--- config.mk ---
export PLATFORM = sky130hd
export DESIGN_NAME = slice_serial_adder
export DESIGN_NICKNAME = d
export VERILOG_FILES = /design/src/rtl/slice_serial_adder.sv
export SDC_FILE = /design/constraint.sdc
export NUM_CORES = 1
export LEC_CHECK = 0
export CAP_MARGIN = 25
export CORE_ASPECT_RATIO = 1.2
export CORE_MARGIN = 3
export CORE_UTILIZATION = 30
export CTS_BUF_LIST = sky130_fd_sc_hd__clkbuf_8
export CTS_CLUSTER_DIAMETER = 120
export CTS_CLUSTER_SIZE = 12
export DETAILED_ROUTE_END_ITERATION = 10
export GPL_TIMING_DRIVEN = 0
export PLACE_DENSITY_LB_ADDON = 0.3
export SKIP_CTS_REPAIR_TIMING = 1
export SLEW_MARGIN = 15
export SYNTH_ARGS = -nofsm -noshare
export SYNTH_HDL_FRONTEND = slang
export SYNTH_SLANG_ARGS = --single-unit
export TNS_END_PERCENT = 30
--- constraint.sdc ---
create_clock -name clk -period 2.2 [get_ports clk]
set_clock_uncertainty 0.05 [all_clocks]
set_input_delay 0.33 -clock clk [delete_from_list [all_inputs] [get_ports clk]]
set_output_delay 0.33 -clock clk [all_outputs]
set_load 0.005 [all_outputs]
--- src/rtl/slice_serial_adder.sv ---
// slice_serial_adder: adds two WIDTH-bit operands three bits per cycle behind a valid/ready handshake
module slice_serial_adder #(
  parameter int WIDTH = 12
) (
  input  logic             clk,
  input  logic             rst,
  input  logic             in_valid,
  output logic             in_ready,
  input  logic [WIDTH-1:0] a,
  input  logic [WIDTH-1:0] b,
  input  logic             cin,
  output logic             out_valid,
  input  logic             out_ready,
  output logic [WIDTH:0]   sum
);
  localparam int SLICE = 3;
  localparam int N = WIDTH / SLICE;
  localparam int CW = $clog2(N + 1);
  typedef enum logic [1:0] {IDLE, RUN, DONE} state_t;
  state_t state, state_d;
  logic [WIDTH-1:0] ra, rb, res;
  logic carry, accept, last;
  logic [CW-1:0] cnt;
  logic [SLICE:0] r;
  function automatic logic [SLICE:0] add_slice(input logic [SLICE-1:0] x, y, input logic ci);
    logic [SLICE:0] c;
    logic [SLICE-1:0] s;
    c[0] = ci;
    for (int k = 0; k < SLICE; k++) begin
      s[k] = x[k] ^ y[k] ^ c[k];
      c[k+1] = (x[k] & y[k]) | (c[k] & (x[k] ^ y[k]));
    end
    return {c[SLICE], s};
  endfunction
  always_comb begin
    in_ready = state == IDLE || (state == DONE && out_ready);
    accept = in_valid && in_ready;
    last = cnt == CW'(N - 1);
    r = add_slice(ra[SLICE-1:0], rb[SLICE-1:0], carry);
    out_valid = state == DONE;
    sum = out_valid ? {carry, res} : '0;
    state_d = accept ? RUN
            : (state == RUN && last) ? DONE
            : (state == DONE && out_ready) ? IDLE
            : state;
  end
  always_ff @(posedge clk) begin
    if (rst) begin
      state <= IDLE;
      ra <= '0;
      rb <= '0;
      res <= '0;
      carry <= 1'b0;
      cnt <= '0;
    end else begin
      state <= state_d;
      if (accept) begin
        ra <= a;
        rb <= b;
        carry <= cin;
        cnt <= '0;
      end else if (state == RUN) begin
        res[SLICE*int'(cnt) +: SLICE] <= r[SLICE-1:0];
        carry <= r[SLICE];
        ra <= ra >> SLICE;
        rb <= rb >> SLICE;
        cnt <= cnt + 1'b1;
      end
    end
  end
endmodule

==> flow_metrics.py, run 1 <==
metrics = {
    "critical_path": {
        "start_kind": "flop",
        "reg2reg_from": "rb[0]",
        "arrival_ns": 1.72,
        "cp_data_required_time_ns": 1.82,
        "crit_path_max_fanout": 10,
        "reg2reg_to": "res[8]",
        "r2r_cells": 8,
        "r2r_slack_ns": 0.15,
        "end_kind": "output port",
        "critical_path_class": "reg -> out",
    },
    "layout": {
        "final_cell_mix": "41 x clkdlybuf4s50_1, 40 x nand2_1, 40 x dfxtp_1",
        "final_cells": 391,
        "stdcell_area_um2": 2840,
        "nets": 341,
        "n_fill_cell": 710,
        "final_core_utilization_pct": 40.7,
        "antenna_cells": 0,
        "layout_commonest_cell": "clkdlybuf4s50_1",
        "syn_to_final_growth_pct": 28.7,
        "drive_gt1_share_pct": 12.8,
    },
    "route": {
        "firstDrtPassIters": 4,
        "drcViolationCount": 0,
        "via_per_inst": 4.93,
        "vias": 1926,
        "routed_wl_um": 5380,
        "final_antenna_net_count": 0,
        "detail_route.wl_per_cell_um": 13.8,
        "first_iter_violations": 62,
    },
    "place": {
        "dpl.cell_count": 383,
        "io_buffer_count": 42,
        "place_worst_setup_slack_ns": -0.100,
        "dpl_cell_area_um2": 2740,
        "globalplace.congestion": 0.859,
        "dp_hpwl_um": 4010,
    },
    "synth": {
        "synth_edf_count": 0,
        "yosys_warnings": 0,
        "synthArstFlopShare_pct": 0,
        "syn_area_um2": 2210,
        "synthCells": 254,
        "synth_flop_cell": "dfxtp_1",
        "syn-num-nets": 292,
        "seq_area_frac_synth_pct": 38.1,
        "syn-mean-instance-area_um2": 8.69,
        "synth_seq_cells": 42,
        "ys_types": 34,
    },
    "clock_network": {
        "clk_pin_slew_ns": 0.08,
        "clock-sinks": 42,
        "cts_root_buf": "clkbuf_8",
        "htreeDepth": 2,
        "clk_latency_ns": 0.29,
        "cts_tree": "built",
        "clock_path_buffers": 2,
        "cts_buffers": 5,
    },
    "power_and_ir_drop": {
        "power.leakage_nw": 1.05,
        "pwr-share-clk_pct": 31.0,
        "internal-power_mw": 1.20,
        "pwr-share-comb_pct": 17.9,
        "swShare_pct": 27.2,
        "seq_power_share_pct": 51.0,
        "switchingPower_uw": 448,
        "ir_drop_mv": 0.270,
        "total_power_mw": 1.64,
        "p_per_area_nw_per_um2": 579,
    },
    "floorplan": {
        "die_area_um2": 8430,
        "start_util_pct": 31.6,
        "rows": 33,
        "ios": 44,
        "die_x_um": 84.3,
        "die-height_um": 100,
        "coreArea_um2": 6980,
    },
    "sta": {
        "period_needed_ns": 2.10,
        "fin_crit_sh_pct": 95.3,
        "fin_tns_setup_ns": 0,
        "setup_viol": 0,
        "setup_slack_ns": 0.104,
        "tightest_slew_ns": 0.591,
        "hold_slack_ns": 0.398,
        "slew_violations": 0,
        "hold_viol_final": 0,
        "relSlewSlack_pct": 60.6,
        "fmax_ghz": 0.477,
        "rsz0062_at_grt": "false",
    },
    "run": {
        "max-cap-violations": 0,
    },
    "global_routing": {
        "grt_pass1_wl_um": 8770,
        "grt_max_degree": 13,
        "antenna_found_initial": 0,
        "grt_pass1_vias": 1851,
        "grt.total_usage_pct": 12.9,
        "overflow": 0,
    },
    "worst_hold_path": {
        "hp-class": "in -> reg",
        "min_path_cells": 3,
        "holdPathEnd": "res[9]",
        "min_from": "rst",
    },
    "run_status": {
        "status": "finished clean",
    },
}
critical path: stages, from the launching register on:
cell and delay (ns):
dfxtp_2 0.35, and2b_2 0.27, buf_4 0.17, and2_1 0.14, clkdlybuf4s50_1 0.49
per-layer routing:
metal	track usage, %	vias to the layer above	wire length, um
li1	-	986	-
met1	16.8	872	2540
met2	20.0	54	2420
met3	2.96	14	253
met4	6.44	0	165
met5	0	-	0
cells in the mapped netlist (all sizes together) (4+ instances only):
| library cell | count | area share [%] |
|---|---|---|
| nand3 | 9 | 2.3 |
| dfxtp | 42 | 38 |
| nor2b | 5 | 1.4 |
| a21oi | 7 | 1.6 |
| clkbuf | 4 | 0.68 |
| mux2i | 7 | 3.2 |
| a311oi | 19 | 8.1 |
| inv | 11 | 1.9 |
| o211ai | 6 | 2.0 |
| buf | 18 | 5.5 |
| nor3 | 23 | 5.2 |
| nand2 | 40 | 6.8 |
| and2 | 13 | 3.7 |
| ha | 6 | 3.4 |
| nor2 | 8 | 1.4 |
| nand2b | 11 | 3.1 |
area by class of cell:
cell class | instances | area (um^2) | area share [%]
Inverter | 11 | 41.3 | 1.45
Multi-Input combinational cell | 179 | 1190 | 42.0
Tap cell | 87 | 109 | 3.83
Clock inverter | 2 | 8.76 | 0.308
Clock buffer | 6 | 82.6 | 2.91
Buffer | 22 | 140 | 4.93
Sequential cell | 42 | 843 | 29.7
Timing Repair Buffer | 42 | 423 | 14.9
sequential cells by signal, indices dropped and copies added (netlist names):
name	count
cnt	3
carry	1
ra	12
state	2
rb	12
res	12
worst max path at each step:
| stage | slack, ns | to | cells after the start | start |
|---|---|---|---|---|
| after floorplan | 0.33 | res[8] | 8 | ra[0] |
| after global placement | -0.11 | in_ready | 6 | out_ready |
| after detailed placement | -0.10 | in_ready | 6 | out_ready |
| after CTS | -0.18 | sum[11] | 4 | state[1] |
| after global routing | 0.01 | sum[11] | 4 | state[0] |
| final | 0.10 | sum[3] | 4 | state[0] |
power groups by stage:
stage               clock network [mW]  registers [mW]  logic [mW]
floorplan                            0           0.848       0.189
global placement                     0           0.855       0.290
detailed placement                   0           0.856       0.295
CTS                              0.530           0.838       0.299
global route                     0.557           0.846       0.326
finish                           0.510           0.839       0.295
kinds of logic (layout without fill, tap and decap cells):
family,after synthesis,in the layout,share of synthesized area (%)
buffers and inverters,33,83,8.05
AO/OA/AOI/OAI,40,40,15.1
flip-flops,42,42,38.1
multiplexers,10,10,4.71
AND/OR/NAND/NOR,118,118,26.8
adder cells (fa/ha/maj),9,9,6.12
XOR/XNOR,2,2,1.13
No activity file was read; power rests on OpenSTA's default activity.
==> run 2, diff against run 1 <==
--- a/config.mk
+++ b/config.mk
@@ -16,7 +16,6 @@
 export GPL_TIMING_DRIVEN = 0
 export PLACE_DENSITY_LB_ADDON = 0.3
 export SKIP_CTS_REPAIR_TIMING = 1
-export SLEW_MARGIN = 15
 export SYNTH_ARGS = -nofsm -noshare
 export SYNTH_HDL_FRONTEND = slang
 export SYNTH_SLANG_ARGS = --single-unit
==> results of run 2 <==
No change in the layout: final DEF, timing and power equal those of run 1.
==> run 3, diff against run 2 <==
--- a/config.mk
+++ b/config.mk
@@ -10,7 +10,7 @@
 export CORE_MARGIN = 3
 export CORE_UTILIZATION = 30
 export CTS_BUF_LIST = sky130_fd_sc_hd__clkbuf_8
-export CTS_CLUSTER_DIAMETER = 120
+export CTS_CLUSTER_DIAMETER = 80
 export CTS_CLUSTER_SIZE = 12
 export DETAILED_ROUTE_END_ITERATION = 10
 export GPL_TIMING_DRIVEN = 0
==> results of run 3 <==
No change in the layout: final DEF, timing and power equal those of run 1.
